--- src/rtl/time_set.sv ---
// ============================================================================
// Module   : time_set
// Purpose  : Key debounce and preset-time entry (hours/minutes/seconds/stop).
//            Optional auto-repeat on h/m/s keys: TIME_SET_AUTO_REPEAT_EN.
// Revision : 1.0 - initial release
// ============================================================================
`default_nettype none

module time_set #(
    parameter int DEBOUNCE_CYC = 1000000,
    parameter int REPEAT_DLY   = 50000000,
    parameter int REPEAT_PER   = 10000000
) (
    input  logic       clk_50Mhz,
    input  logic       rst_n,
    input  logic       key_h_n,
    input  logic       key_m_n,
    input  logic       key_s_n,
    input  logic       key_stop_n,
    output logic [5:0] hou_temp,
    output logic [5:0] min_temp,
    output logic [5:0] sec_temp,
    output logic       h,
    output logic       m,
    output logic       s,
    output logic       stop_clk
);

    localparam int c_NKEY = 4;
    localparam int c_DB_W = (DEBOUNCE_CYC > 1) ? $clog2(DEBOUNCE_CYC) : 1;

    logic [c_NKEY-1:0] w_key_n;
    logic [c_NKEY-1:0] w_evt;
    logic [2:0]        w_acc;

    assign w_key_n = {key_stop_n, key_s_n, key_m_n, key_h_n};

    if (DEBOUNCE_CYC < 1 || REPEAT_DLY < 1 || REPEAT_PER < 1) begin : g_param_check
        $error("time_set: DEBOUNCE_CYC, REPEAT_DLY and REPEAT_PER must be >= 1");
    end

    // Key index: 0 = hours, 1 = minutes, 2 = seconds, 3 = stop.
    for (genvar k = 0; k < c_NKEY; k++) begin : g_key
        logic [1:0]        r_sync;
        logic              r_acc;
        logic              r_acc_q;
        logic [c_DB_W-1:0] r_db_cnt;
        logic              w_press;

        always_ff @(posedge clk_50Mhz or negedge rst_n) begin
            if (!rst_n) begin
                r_sync   <= 2'b11;
                r_acc    <= 1'b0;
                r_acc_q  <= 1'b0;
                r_db_cnt <= '0;
            end else begin
                r_sync  <= {r_sync[0], w_key_n[k]};
                r_acc_q <= r_acc;
                // Accept a new level only after DEBOUNCE_CYC consecutive differing cycles.
                if (~r_sync[1] != r_acc) begin
                    if (r_db_cnt == c_DB_W'(DEBOUNCE_CYC - 1)) begin
                        r_acc    <= ~r_acc;
                        r_db_cnt <= '0;
                    end else begin
                        r_db_cnt <= r_db_cnt + 1'b1;
                    end
                end else begin
                    r_db_cnt <= '0;
                end
            end
        end

        assign w_press = r_acc & ~r_acc_q;

        if (k < 3) begin : g_lvl
            assign w_acc[k] = r_acc;
        end

`ifdef TIME_SET_AUTO_REPEAT_EN
        if (k < 3) begin : g_rep
            localparam int c_REP_MAX = (REPEAT_DLY > REPEAT_PER) ? REPEAT_DLY : REPEAT_PER;
            localparam int c_REP_W   = $clog2(c_REP_MAX + 1);

            logic [c_REP_W-1:0] r_rep_cnt;
            logic               r_rep_on;
            logic               w_rep;

            // r_rep_cnt holds cycles elapsed since the last press or repeat event.
            assign w_rep = r_acc & (r_rep_on ? (r_rep_cnt == c_REP_W'(REPEAT_PER))
                                             : (r_rep_cnt == c_REP_W'(REPEAT_DLY)));

            always_ff @(posedge clk_50Mhz or negedge rst_n) begin
                if (!rst_n) begin
                    r_rep_cnt <= '0;
                    r_rep_on  <= 1'b0;
                end else if (!r_acc) begin
                    r_rep_cnt <= '0;
                    r_rep_on  <= 1'b0;
                end else if (w_rep) begin
                    r_rep_cnt <= c_REP_W'(1);
                    r_rep_on  <= 1'b1;
                end else begin
                    r_rep_cnt <= r_rep_cnt + 1'b1;
                end
            end

            assign w_evt[k] = w_press | w_rep;
        end else begin : g_norep
            assign w_evt[k] = w_press;
        end
`else
        assign w_evt[k] = w_press;
`endif
    end

    always_ff @(posedge clk_50Mhz or negedge rst_n) begin
        if (!rst_n) begin
            hou_temp <= 6'd12;
            min_temp <= 6'd0;
            sec_temp <= 6'd0;
            stop_clk <= 1'b0;
        end else begin
            if (w_evt[0]) hou_temp <= (hou_temp == 6'd23) ? 6'd0 : hou_temp + 6'd1;
            if (w_evt[1]) min_temp <= (min_temp == 6'd59) ? 6'd0 : min_temp + 6'd1;
            if (w_evt[2]) sec_temp <= (sec_temp == 6'd59) ? 6'd0 : sec_temp + 6'd1;
            if (w_evt[3]) stop_clk <= ~stop_clk;
        end
    end

    assign h = w_acc[0];
    assign m = w_acc[1];
    assign s = w_acc[2];

endmodule

`default_nettype wire

--- config.mk ---
export PLATFORM = sky130hd
export DESIGN_NAME = time_set
export DESIGN_NICKNAME = d
export VERILOG_FILES = /design/src/rtl/time_set.sv
export SDC_FILE = /design/constraint.sdc
export NUM_CORES = 1
export LEC_CHECK = 0
export CORE_MARGIN = 2
export CORE_UTILIZATION = 60
export DETAILED_ROUTE_END_ITERATION = 8
export GPL_ROUTABILITY_DRIVEN = 1
export PLACE_DENSITY = 0.79
export SKIP_CTS_REPAIR_TIMING = 1
export SYNTH_ARGS = -nofsm -noshare
export SYNTH_HDL_FRONTEND = slang
export SYNTH_SLANG_ARGS = --single-unit
--- constraint.sdc ---
create_clock -name clk_50Mhz -period 3.35 [get_ports clk_50Mhz]
set_clock_uncertainty 0.2 [all_clocks]
set_input_delay 0.67 -clock clk_50Mhz [delete_from_list [all_inputs] [get_ports clk_50Mhz]]
set_output_delay 0.67 -clock clk_50Mhz [all_outputs]
set_load 0.05 [all_outputs]
==> results.yml, run 1 <==
die:
  fp.dieArea_um2: 9750
  fp.dieW_um: 98.7
  ioPinCount: 28
  placeableCoreArea_um2: 8720
  num_rows: 34
  die_height_um: 98.7
  floorplan.initialDensity_pct: 61.7
final_layout:
  total_number_of_nets_in_the_final_design: 574
  diodes: 0
  post_route_cells_drive_above_1_share_pct: 12.2
  final_non_filler_cells: 682
  area_growth_pct: 17.4
route:
  finalWirelength_um: 9860
  viasPerCell: 5.84
  routedWlPerCell_um: 14.5
  detail_route.drc_violations: 0
  initialDrtViolationCount: 121
  route.antenna.remaining_nets: 0
  dr_total_vias: 3985
  detailedRoute.firstPassIterationCount: 4
logic_synthesis:
  synthDominantAreaCellType: "sky130_fd_sc_hd__dfrtp_1"
  syn-mean-instance-area_um2: 10.2
  post_synth_instance_area_um2: 5380
  synth_top_flop_cell: "sky130_fd_sc_hd__dfrtp_1"
  synthesis.yosys.warnings: 0
  synth.yosys.seq_area_share_pct: 53.7
  synth_top_area_share_pct: 48.8
  synthesis.nets: 539
  yosys_register_bits: 115
  synth-edff-count: 0
  postSynthCellCount: 526
  synthArstFlopShare_pct: 100
  yosys-top-cells-area: "sky130_fd_sc_hd__dfrtp_1 (49%), sky130_fd_sc_hd__xnor2_1 (6.5%), sky130_fd_sc_hd__dfstp_2 (4.9%)"
  netlist-cell-type-count: 48
place:
  numPlacedInstances: 649
  detail_placement_hpwl_um: 6430
  number_of_port_buffers: 27
  place_congestion: 0.863
  post-place-ws_ns: 1.02
global_route:
  grt_pass1_vias: 3938
  grt.total_usage_pct: 22.7
  grt_max_degree: 46
  grt_antenna_before_repair: 0
  grt_first_pass_wirelength_um: 17900
  grt_ovf: 0
timing:
  relSlewSlack_pct: 61.3
  min_period_ns: 2.76
  period_share_pct: 82.4
  timing.fmax_mhz: 362
  fin_setup_tns_ns: 0
  tightestPinTransition_ns: 0.575
  layout_setup_ws_ns: 0.590
  rsz0062_at_grt: "false"
  final_max_slew_viol_count: 0
  finalSetupViolations: 0
  hold_viol_final: 0
flow_run:
  cap_violations: 0
status:
  run_status: "complete, no violations"
pwr:
  power.sequential.fraction_pct: 45.6
  part_of_the_total_power_dissipated_in_the_clock_network_pct: 51.9
  power_report.internal_total_mw: 2.47
  p_switching_uw: 658
  swShare_pct: 21.0
  max-vdd-ir-drop_v: 0.000384
  share_comb_of_total_power_pct: 2.5
  p_leak_nw: 2.57
  power.density_nw_per_um2: 495
clock_tree:
  ctsLongestPathBuffers: 2
  path_clk_slew_ns: 0.06
  clock_insertion_delay_worst_skew_ns: 0.51
  cts_root_cell: "sky130_fd_sc_hd__clkbuf_8"
  cts.sinks: 115
  cts_tree: "done"
  cts_made_buffers: 17
  cts_htree_levels: 4
worst_setup_path:
  path_class: "reg -> out"
  element_type_at_the_critical_path_start: "flip-flop"
  critPathMaxStageDelay_ns: 0.81
  worstPathArrival_ns: 1.89
  critical_path_peak_fanout: 6
  crit_path_max_delay_family: "buffers and inverters"
  cpMaxStageDelayCell: "sky130_fd_sc_hd__clkdlybuf4s50_1"
  crit_required_ns: 2.48
  critPathBufInv: 1
  endpoint_type_of_the_worst_setup_path: "output pin"
  crit_path_cell_trace: "clkdlybuf4s50_1"
hold_path:
  worstHoldPathType: "reg -> reg"
## Yosys cell counts (all sizes together), types with 2 or more instances
cell    number
a21o         2
a21oi       27
a31o         2
a31oi        2
and2         3
and3         7
buf          9
clkbuf       9
dfrtp      105
dfstp       10
ha           7
inv         19
mux2         4
nand2       32
nand3       22
nand4       21
nor2        65
nor2b        5
nor3        10
nor3b        2
nor4        13
nor4bb       2
o21ai       19
o31ai       18
o41ai        3
or2          6
or3         17
or4         14
or4b         3
xnor2       40
xor2        20
## layout by cell type, fill, tap and decap left out, types with 2 or more instances in the layout
master	Yosys	routed
sky130_fd_sc_hd__clkbuf_1	9	3
sky130_fd_sc_hd__clkbuf_16	0	16
sky130_fd_sc_hd__o41ai_1	3	3
sky130_fd_sc_hd__clkinv_2	0	4
sky130_fd_sc_hd__a21o_1	2	2
sky130_fd_sc_hd__or4_1	13	13
sky130_fd_sc_hd__dfstp_2	10	10
sky130_fd_sc_hd__and2_1	3	3
sky130_fd_sc_hd__a31o_2	2	2
sky130_fd_sc_hd__nand2_1	32	32
sky130_fd_sc_hd__ha_1	7	7
sky130_fd_sc_hd__nand4_1	20	20
sky130_fd_sc_hd__a21oi_1	26	26
sky130_fd_sc_hd__or3_2	2	2
sky130_fd_sc_hd__o31ai_2	0	3
sky130_fd_sc_hd__o31ai_1	18	15
sky130_fd_sc_hd__clkbuf_8	0	4
sky130_fd_sc_hd__xnor2_1	40	40
sky130_fd_sc_hd__and3_1	7	7
sky130_fd_sc_hd__or3_1	15	15
sky130_fd_sc_hd__buf_4	2	7
sky130_fd_sc_hd__nand3_2	2	2
sky130_fd_sc_hd__o21ai_0	19	19
sky130_fd_sc_hd__nor2b_1	5	5
sky130_fd_sc_hd__clkinvlp_4	0	3
sky130_fd_sc_hd__xor2_1	20	20
sky130_fd_sc_hd__nor2_1	65	65
sky130_fd_sc_hd__clkdlybuf4s50_1	0	26
sky130_fd_sc_hd__dfrtp_1	105	105
sky130_fd_sc_hd__or4b_2	2	2
sky130_fd_sc_hd__mux2_2	4	4
sky130_fd_sc_hd__inv_1	19	19
sky130_fd_sc_hd__nor3b_1	2	2
sky130_fd_sc_hd__a31oi_1	2	2
sky130_fd_sc_hd__nor4bb_1	2	2
sky130_fd_sc_hd__nor3_1	10	10
sky130_fd_sc_hd__nand3_1	20	20
sky130_fd_sc_hd__or2_2	5	5
sky130_fd_sc_hd__nor4_1	12	12
## logic make-up after synthesis
| logic type | count (synthesis) | synth area share, % |
|---|---|---|
| buffers and inverters | 37 | 2.88 |
| XOR/XNOR | 60 | 9.76 |
| adder cells (fa/ha/maj) | 7 | 1.63 |
| AO/OA/AOI/OAI | 77 | 8.83 |
| multiplexers | 4 | 0.837 |
| AND/OR/NAND/NOR | 226 | 22.4 |
| flip-flops | 115 | 53.7 |
## power by group through the flow
stage	Clock (mW)	Combinational (mW)	Sequential, mW
after floorplan	0	0.0372	1.45
after global placement	0	0.0783	1.45
after detailed placement	0	0.0803	1.45
after CTS	1.66	0.0811	1.43
after global routing	1.73	0.0929	1.43
final	1.62	0.0789	1.43
## state kept, by name, indices dropped and copies added (netlist names)
register / flops
h: 1
hou_temp: 6
min_temp: 6
m: 1
g_key.r_acc_q: 4
g_key.r_db_cnt: 80
sec_temp: 6
g_key.r_acc: 1
s: 1
stop_clk: 1
g_key.r_sync: 8
## layer usage
| layer | wire [um] | part of all wire [%] | track usage (%) |
|---|---|---|---|
| met1 | 4290 | 43 | 28.9 |
| met2 | 5180 | 53 | 37.9 |
| met3 | 261 | 2.6 | 5.18 |
| met4 | 136 | 1.4 | 9.17 |
| met5 | 0 | 0 | 0 |
## worst paths after layout
check                                      from                     to  slack (ns)  cells after the start
max                                 hou_temp[3]            hou_temp[3]        0.59                      1
min                          g_key[1].r_sync[0]     g_key[1].r_sync[1]        0.15                      0
max reg2reg                g_key[3].r_db_cnt[0]  g_key[3].r_db_cnt[18]        1.01                      5
min reg2reg                  g_key[1].r_sync[0]     g_key[1].r_sync[1]        0.15                      0
max in group asynchronous                 rst_n            hou_temp[2]        1.56                      3
min in group asynchronous                 rst_n  g_key[3].r_db_cnt[11]        0.50                      2
## layout make-up
type | instances | area, um^2
tap | 108 | 135
timing repair buffer | 34 | 323
sequential | 115 | 2890
clock inverter | 9 | 81.3
multi-input combinational | 374 | 2350
clock buffer | 23 | 467
fill | 629 | 2400
inverter | 19 | 71.3
## worst register-to-register path, cell delays in order (launching register included)
cell and delay, ns:
sky130_fd_sc_hd__dfrtp_1 0.41, sky130_fd_sc_hd__ha_1 0.23, sky130_fd_sc_hd__nand3_2 0.13, sky130_fd_sc_hd__or4_1 0.64, sky130_fd_sc_hd__or4_4 0.53, sky130_fd_sc_hd__a21oi_2 0.14
## through the flow
stage | area (um^2) | power (mW) | hold slack (ns) | util [%]
finish | 6320 | 3.13 | 0.154 | 72.5
global route | 6320 | 3.25 | 0.157 | 72.5
CTS | 6310 | 3.17 | -0.0404 | 72.4
detailed placement | 5760 | 1.53 | 0.149 | 66.1
global placement | 5760 | 1.53 | 0.146 | 66.1
floorplan | 5380 | 1.48 | 0.145 | -
(Power assumes the default switching activity.)
==> inputs of run 2 (changes only) <==
--- a/config.mk
+++ b/config.mk
@@ -6,10 +6,10 @@
 export NUM_CORES = 1
 export LEC_CHECK = 0
 export CORE_MARGIN = 2
-export CORE_UTILIZATION = 60
+export CORE_UTILIZATION = 54
 export DETAILED_ROUTE_END_ITERATION = 8
 export GPL_ROUTABILITY_DRIVEN = 1
-export PLACE_DENSITY = 0.79
+export PLACE_DENSITY = 0.75
 export SKIP_CTS_REPAIR_TIMING = 1
 export SYNTH_ARGS = -nofsm -noshare
 export SYNTH_HDL_FRONTEND = slang
==> constraint.sdc (replaced) <==
create_clock -name clk_50Mhz -period 2.2 [get_ports clk_50Mhz]
set_clock_uncertainty 0.2 [all_clocks]
set_input_delay 0.44 -clock clk_50Mhz [delete_from_list [all_inputs] [get_ports clk_50Mhz]]
set_output_delay 0.44 -clock clk_50Mhz [all_outputs]
set_load 0.05 [all_outputs]
==> run 2 against run 1 <==
Via count up 2.3%; worst hold slack worse by 0.035 ns; first-iteration DRC count grew 27%; largest cell class unchanged.
==> results.yml, run 2 (synthesis gave the netlist of run 1 again) <==
timing:
  tightestPinTransition_ns: 0.504
  timing.fmax_mhz: 470
  final_max_slew_viol_count: 0
  finalHoldWorstSlack_ns: 0.120
  hold_viol_final: 0
  relSlewSlack_pct: 66.3
  finalSetupViolations: 0
  fin_setup_tns_ns: 0
  period_share_pct: 96.8
  rsz0062_at_grt: "false"
  min_period_ns: 2.13
final_layout:
  diodes: 0
  largest_registers: "g_key.r_db_cnt: 80 flops, g_key.r_sync: 8 flops"
  final_cell_mix: "sky130_fd_sc_hd__dfrtp_1 (104), sky130_fd_sc_hd__nor2_1 (65), sky130_fd_sc_hd__xnor2_1 (40)"
  post_route_cells_drive_above_1_share_pct: 18.4
  largest_register: "g_key.r_db_cnt"
  area_growth_pct: 22.5
  layout.cells.most_common: "sky130_fd_sc_hd__dfrtp_1"
  largest_reg_flops: 80
  total_number_of_nets_in_the_final_design: 591
pwr:
  power.density_nw_per_um2: 784
  swShare_pct: 20.7
  part_of_the_total_power_dissipated_in_the_clock_network_pct: 55.3
  power_report.internal_total_mw: 4.10
  share_comb_of_total_power_pct: 2.7
  power.sequential.fraction_pct: 42.0
  p_leak_nw: 2.83
  max-vdd-ir-drop_v: 0.000597
  p_switching_mw: 1.07
route:
  detailedRoute.firstPassIterationCount: 4
  initialDrtViolationCount: 154
  dr_total_vias: 4077
  route.antenna.remaining_nets: 0
  detail_route.drc_violations: 0
  viasPerCell: 5.63
  finalWirelength_um: 10400
  routedWlPerCell_um: 14.4
clock_tree:
  cts_made_buffers: 17
  cts_root_cell: "sky130_fd_sc_hd__clkbuf_8"
  cts_htree_levels: 4
  clock_insertion_delay_worst_skew_ns: 0.52
  cts_tree: "done"
  path_clk_slew_ns: 0.06
  ctsLongestPathBuffers: 2
  cts.sinks: 115
die:
  placeableCoreArea_um2: 9730
  fp.dieW_um: 104
  ioPinCount: 28
  die_height_um: 104
  floorplan.initialDensity_pct: 55.3
  fp.dieArea_um2: 10800
  num_rows: 36
global_route:
  grt.total_usage_pct: 20.8
  grt_ovf: 0
  grt_max_degree: 81
  grt_first_pass_wirelength_um: 18300
  grt_pass1_vias: 4125
  grt_antenna_before_repair: 0
place:
  place_congestion: 0.824
  detail_placement_hpwl_um: 6810
  number_of_port_buffers: 27
status:
  run_status: "complete, no violations"
hold_path:
  worstHoldPathType: "in -> reg"
worst_setup_path:
  path_class: "reg -> reg"
  element_type_at_the_critical_path_start: "flip-flop"
  worstPathArrival_ns: 2.37
  critical_path_peak_fanout: 8
  crit_required_ns: 2.44
  endpoint_type_of_the_worst_setup_path: "flip-flop"
flow_run:
  cap_violations: 0
## run 2: critical path, cell delays in order (launching register included)
cell and delay [ns]:
sky130_fd_sc_hd__dfrtp_1 0.37, sky130_fd_sc_hd__ha_1 0.18, sky130_fd_sc_hd__and2_1 0.23, sky130_fd_sc_hd__nand4_1 0.33, sky130_fd_sc_hd__or4_1 0.57, sky130_fd_sc_hd__a21oi_1 0.17
## run 2: per-stage QoR
step           instance area, um^2  power [mW]  worst slack, ns  util, %  instances
2_1_floorplan                 5390        2.26           0.0837        -        526
3_5_place_dp                  5910        2.35           0.0367     60.7        691
5_1_grt                       6590        5.35           0.0180     67.8        724
4_1_cts                       6530        5.23           -0.219     67.1        723
6_report                      6590        5.17           0.0703     67.8        724
3_3_place_gp                  5910        2.34            0.108     60.7        691
## run 2: path summary, 6_finish.rpt
kind,endpoint,slack (ns),cells past startpoint,startpoint
min reg2reg,g_key[3].r_sync[1],0.16,0,g_key[3].r_sync[0]
max,g_key[1].r_db_cnt[18],0.07,5,g_key[1].r_db_cnt[0]
max in group asynchronous,hou_temp[3],1.13,3,rst_n
min in group asynchronous,g_key[3].r_acc,0.30,3,rst_n
min,g_key[0].r_sync[0],0.12,1,key_h_n
max reg2reg,g_key[1].r_db_cnt[18],0.07,5,g_key[1].r_db_cnt[0]
## run 2: power groups by stage
stage | clock (mW) | combinational (mW) | sequential (mW)
final | 2.86 | 0.140 | 2.17
after global routing | 3.01 | 0.160 | 2.17
after CTS | 2.92 | 0.140 | 2.17
after detailed placement | 0 | 0.139 | 2.21
after global placement | 0 | 0.134 | 2.20
after floorplan | 0 | 0.0569 | 2.20
## run 2: layer usage
| metal | routed length, um | global-route usage [%] | vias up |
|---|---|---|---|
| met5 | 0 | 0 | - |
| met4 | 108 | 7.82 | 0 |
| met2 | 5250 | 34.8 | 67 |
| met1 | 4690 | 25.6 | 2026 |
| met3 | 357 | 5.95 | 10 |
| li1 | - | - | 1974 |
## run 2: cell type report
cell class | count | area, um^2
repair buffers | 51 | 449
well taps | 133 | 166
multi-input cells | 374 | 2390
clock buffers | 20 | 445
inverters | 19 | 71.3
flip-flops and latches | 115 | 2890
clock inverters | 12 | 180
fillers | 754 | 3140
==> inputs of run 3 (changes only) <==
--- a/config.mk
+++ b/config.mk
@@ -10,7 +10,6 @@
 export DETAILED_ROUTE_END_ITERATION = 8
 export GPL_ROUTABILITY_DRIVEN = 1
 export PLACE_DENSITY = 0.75
-export SKIP_CTS_REPAIR_TIMING = 1
 export SYNTH_ARGS = -nofsm -noshare
 export SYNTH_HDL_FRONTEND = slang
 export SYNTH_SLANG_ARGS = --single-unit
==> run 3 against run 2 <==
Via count fell by 0.27%; die area did not move; setup slack improved by 0.0068 ns; critical endpoint unchanged; sequential power barely moved; maximum frequency rose by 0.32%; clock-buffer cell count did not move; clock power barely moved; wire length fell by 0.20%; sequential cell count did not move.
==> results.yml, run 3 (synthesis gave the netlist of run 1 again) <==
status:
  run_status: "complete, no violations"
clock_tree:
  cts_tree: "done"
  ctsLongestPathBuffers: 2
  cts_made_buffers: 17
  cts_root_cell: "sky130_fd_sc_hd__clkbuf_8"
  path_clk_slew_ns: 0.06
  postCtsSetupRepairBufs: 0
  cts.sinks: 115
  clock_insertion_delay_worst_skew_ns: 0.52
  cts_htree_levels: 4
pwr:
  finalPower_mw: 5.17
  p_leak_nw: 2.76
  max-vdd-ir-drop_v: 0.000597
  power.density_nw_per_um2: 785
hold_path:
  worstHoldPathType: "in -> reg"
timing:
  hold_viol_final: 0
  timing.fmax_mhz: 471
  fin_setup_tns_ns: 0
  min_period_ns: 2.12
  finalHoldWorstSlack_ns: 0.121
  finalSetupViolations: 0
  period_share_pct: 96.5
  rsz0062_at_grt: "false"
  relSlewSlack_pct: 67.8
  final_max_slew_viol_count: 0
  tightestPinTransition_ns: 0.485
  layout_setup_ws_ns: 0.0771
route:
  viasPerCell: 5.61
  routedWlPerCell_um: 14.3
  route.antenna.remaining_nets: 0
  finalWirelength_um: 10400
  dr_total_vias: 4066
  detailedRoute.firstPassIterationCount: 4
  initialDrtViolationCount: 134
  detail_route.drc_violations: 0
global_route:
  grt_antenna_before_repair: 0
  grt.total_usage_pct: 20.8
  grt_first_pass_wirelength_um: 18300
  grt_ovf: 0
  grt_max_degree: 81
  grt_pass1_vias: 4130
die:
  num_rows: 36
  die_height_um: 104
  placeableCoreArea_um2: 9730
  fp.dieArea_um2: 10800
  floorplan.initialDensity_pct: 55.3
  ioPinCount: 28
  fp.dieW_um: 104
place:
  numPlacedInstances: 691
  post-place-ws_ns: 0.0367
  number_of_port_buffers: 27
  detail_placement_hpwl_um: 6810
  placement.cell_area_um2: 5910
  place_congestion: 0.824
worst_setup_path:
  crit_required_ns: 2.44
  worstPathArrival_ns: 2.36
  critical_path_peak_fanout: 8
  path_class: "reg -> reg"
  element_type_at_the_critical_path_start: "flip-flop"
  endpoint_type_of_the_worst_setup_path: "flip-flop"
  ff2ff_setup_slack_ns: 0.08
final_layout:
  area_growth_pct: 22.3
  diodes: 0
  final_non_filler_cells: 725
  post_route_cells_drive_above_1_share_pct: 18.6
  stdcell_area_um2: 6590
  final_core_util_pct: 67.7
  largest_registers: "g_key.r_db_cnt: 80 flops, g_key.r_sync: 8 flops"
  final_cell_mix: "sky130_fd_sc_hd__dfrtp_1 (104), sky130_fd_sc_hd__nor2_1 (65), sky130_fd_sc_hd__xnor2_1 (40)"
  total_number_of_nets_in_the_final_design: 592
  layout.cells.most_common: "sky130_fd_sc_hd__dfrtp_1"
  largest_register: "g_key.r_db_cnt"
  fillCellCount: 756
  largest_reg_flops: 80
flow_run:
  cap_violations: 0
run 3: cell count changes in the layout (fill, tap and decap cells not counted):
| cell | change |
|---|---|
| sky130_fd_sc_hd__dlymetal6s2s_1 | -5 |
| sky130_fd_sc_hd__buf_6 | +1 |
| sky130_fd_sc_hd__dlygate4sd2_1 | +5 |
run 3: where the power goes:
part / internal, mW / switching (mW)
logic: 0.0539 / 0.0885
registers: 2.15 / 0.0227
clock network: 1.90 / 0.958
total: 4.10 / 1.07
run 3: path summary, 6_finish.rpt:
check / start / to / depth (start not counted)
max: g_key[1].r_db_cnt[0] / g_key[1].r_db_cnt[18] / 5
min: key_h_n / g_key[0].r_sync[0] / 1
max reg2reg: g_key[1].r_db_cnt[0] / g_key[1].r_db_cnt[18] / 5
min reg2reg: g_key[2].r_sync[0] / g_key[2].r_sync[1] / 0
max in group asynchronous: rst_n / hou_temp[3] / 3
min in group asynchronous: rst_n / g_key[3].r_acc / 3
run 3: area by class of cell:
cell class / count / area [um^2] / share of cell area, %
multi-input cells: 374 / 2390 / 36.3
clock inverters: 12 / 180 / 2.74
well taps: 133 / 166 / 2.53
flip-flops and latches: 115 / 2890 / 43.9
repair buffers: 52 / 442 / 6.71
inverters: 19 / 71.3 / 1.08
clock buffers: 20 / 445 / 6.76
run 3: worst max-delay path: stages, from the launching register on:
cell and delay, ns:
sky130_fd_sc_hd__dfrtp_1 0.37, sky130_fd_sc_hd__ha_1 0.18, sky130_fd_sc_hd__and2_1 0.23, sky130_fd_sc_hd__nand4_1 0.32, sky130_fd_sc_hd__or4_1 0.57, sky130_fd_sc_hd__a21oi_1 0.17
run 3: layer usage:
| layer | global-route usage (%) | vias up | wire length [um] |
|---|---|---|---|
| li1 | - | 1975 | - |
| met1 | 25.6 | 2026 | 4680 |
| met2 | 34.9 | 57 | 5300 |
| met3 | 5.89 | 8 | 328 |
| met4 | 7.82 | 0 | 80 |
| met5 | 0 | - | 0 |
run 3: what timing repair did:
item                                   4_1_cts  5_1_grt
endpoints found under the hold margin      105        0
gates cloned                                 0        1
hold buffers                                 1        0
resized for setup                            5       10
pin swaps                                    0        1
setup endpoints to repair                    5       60
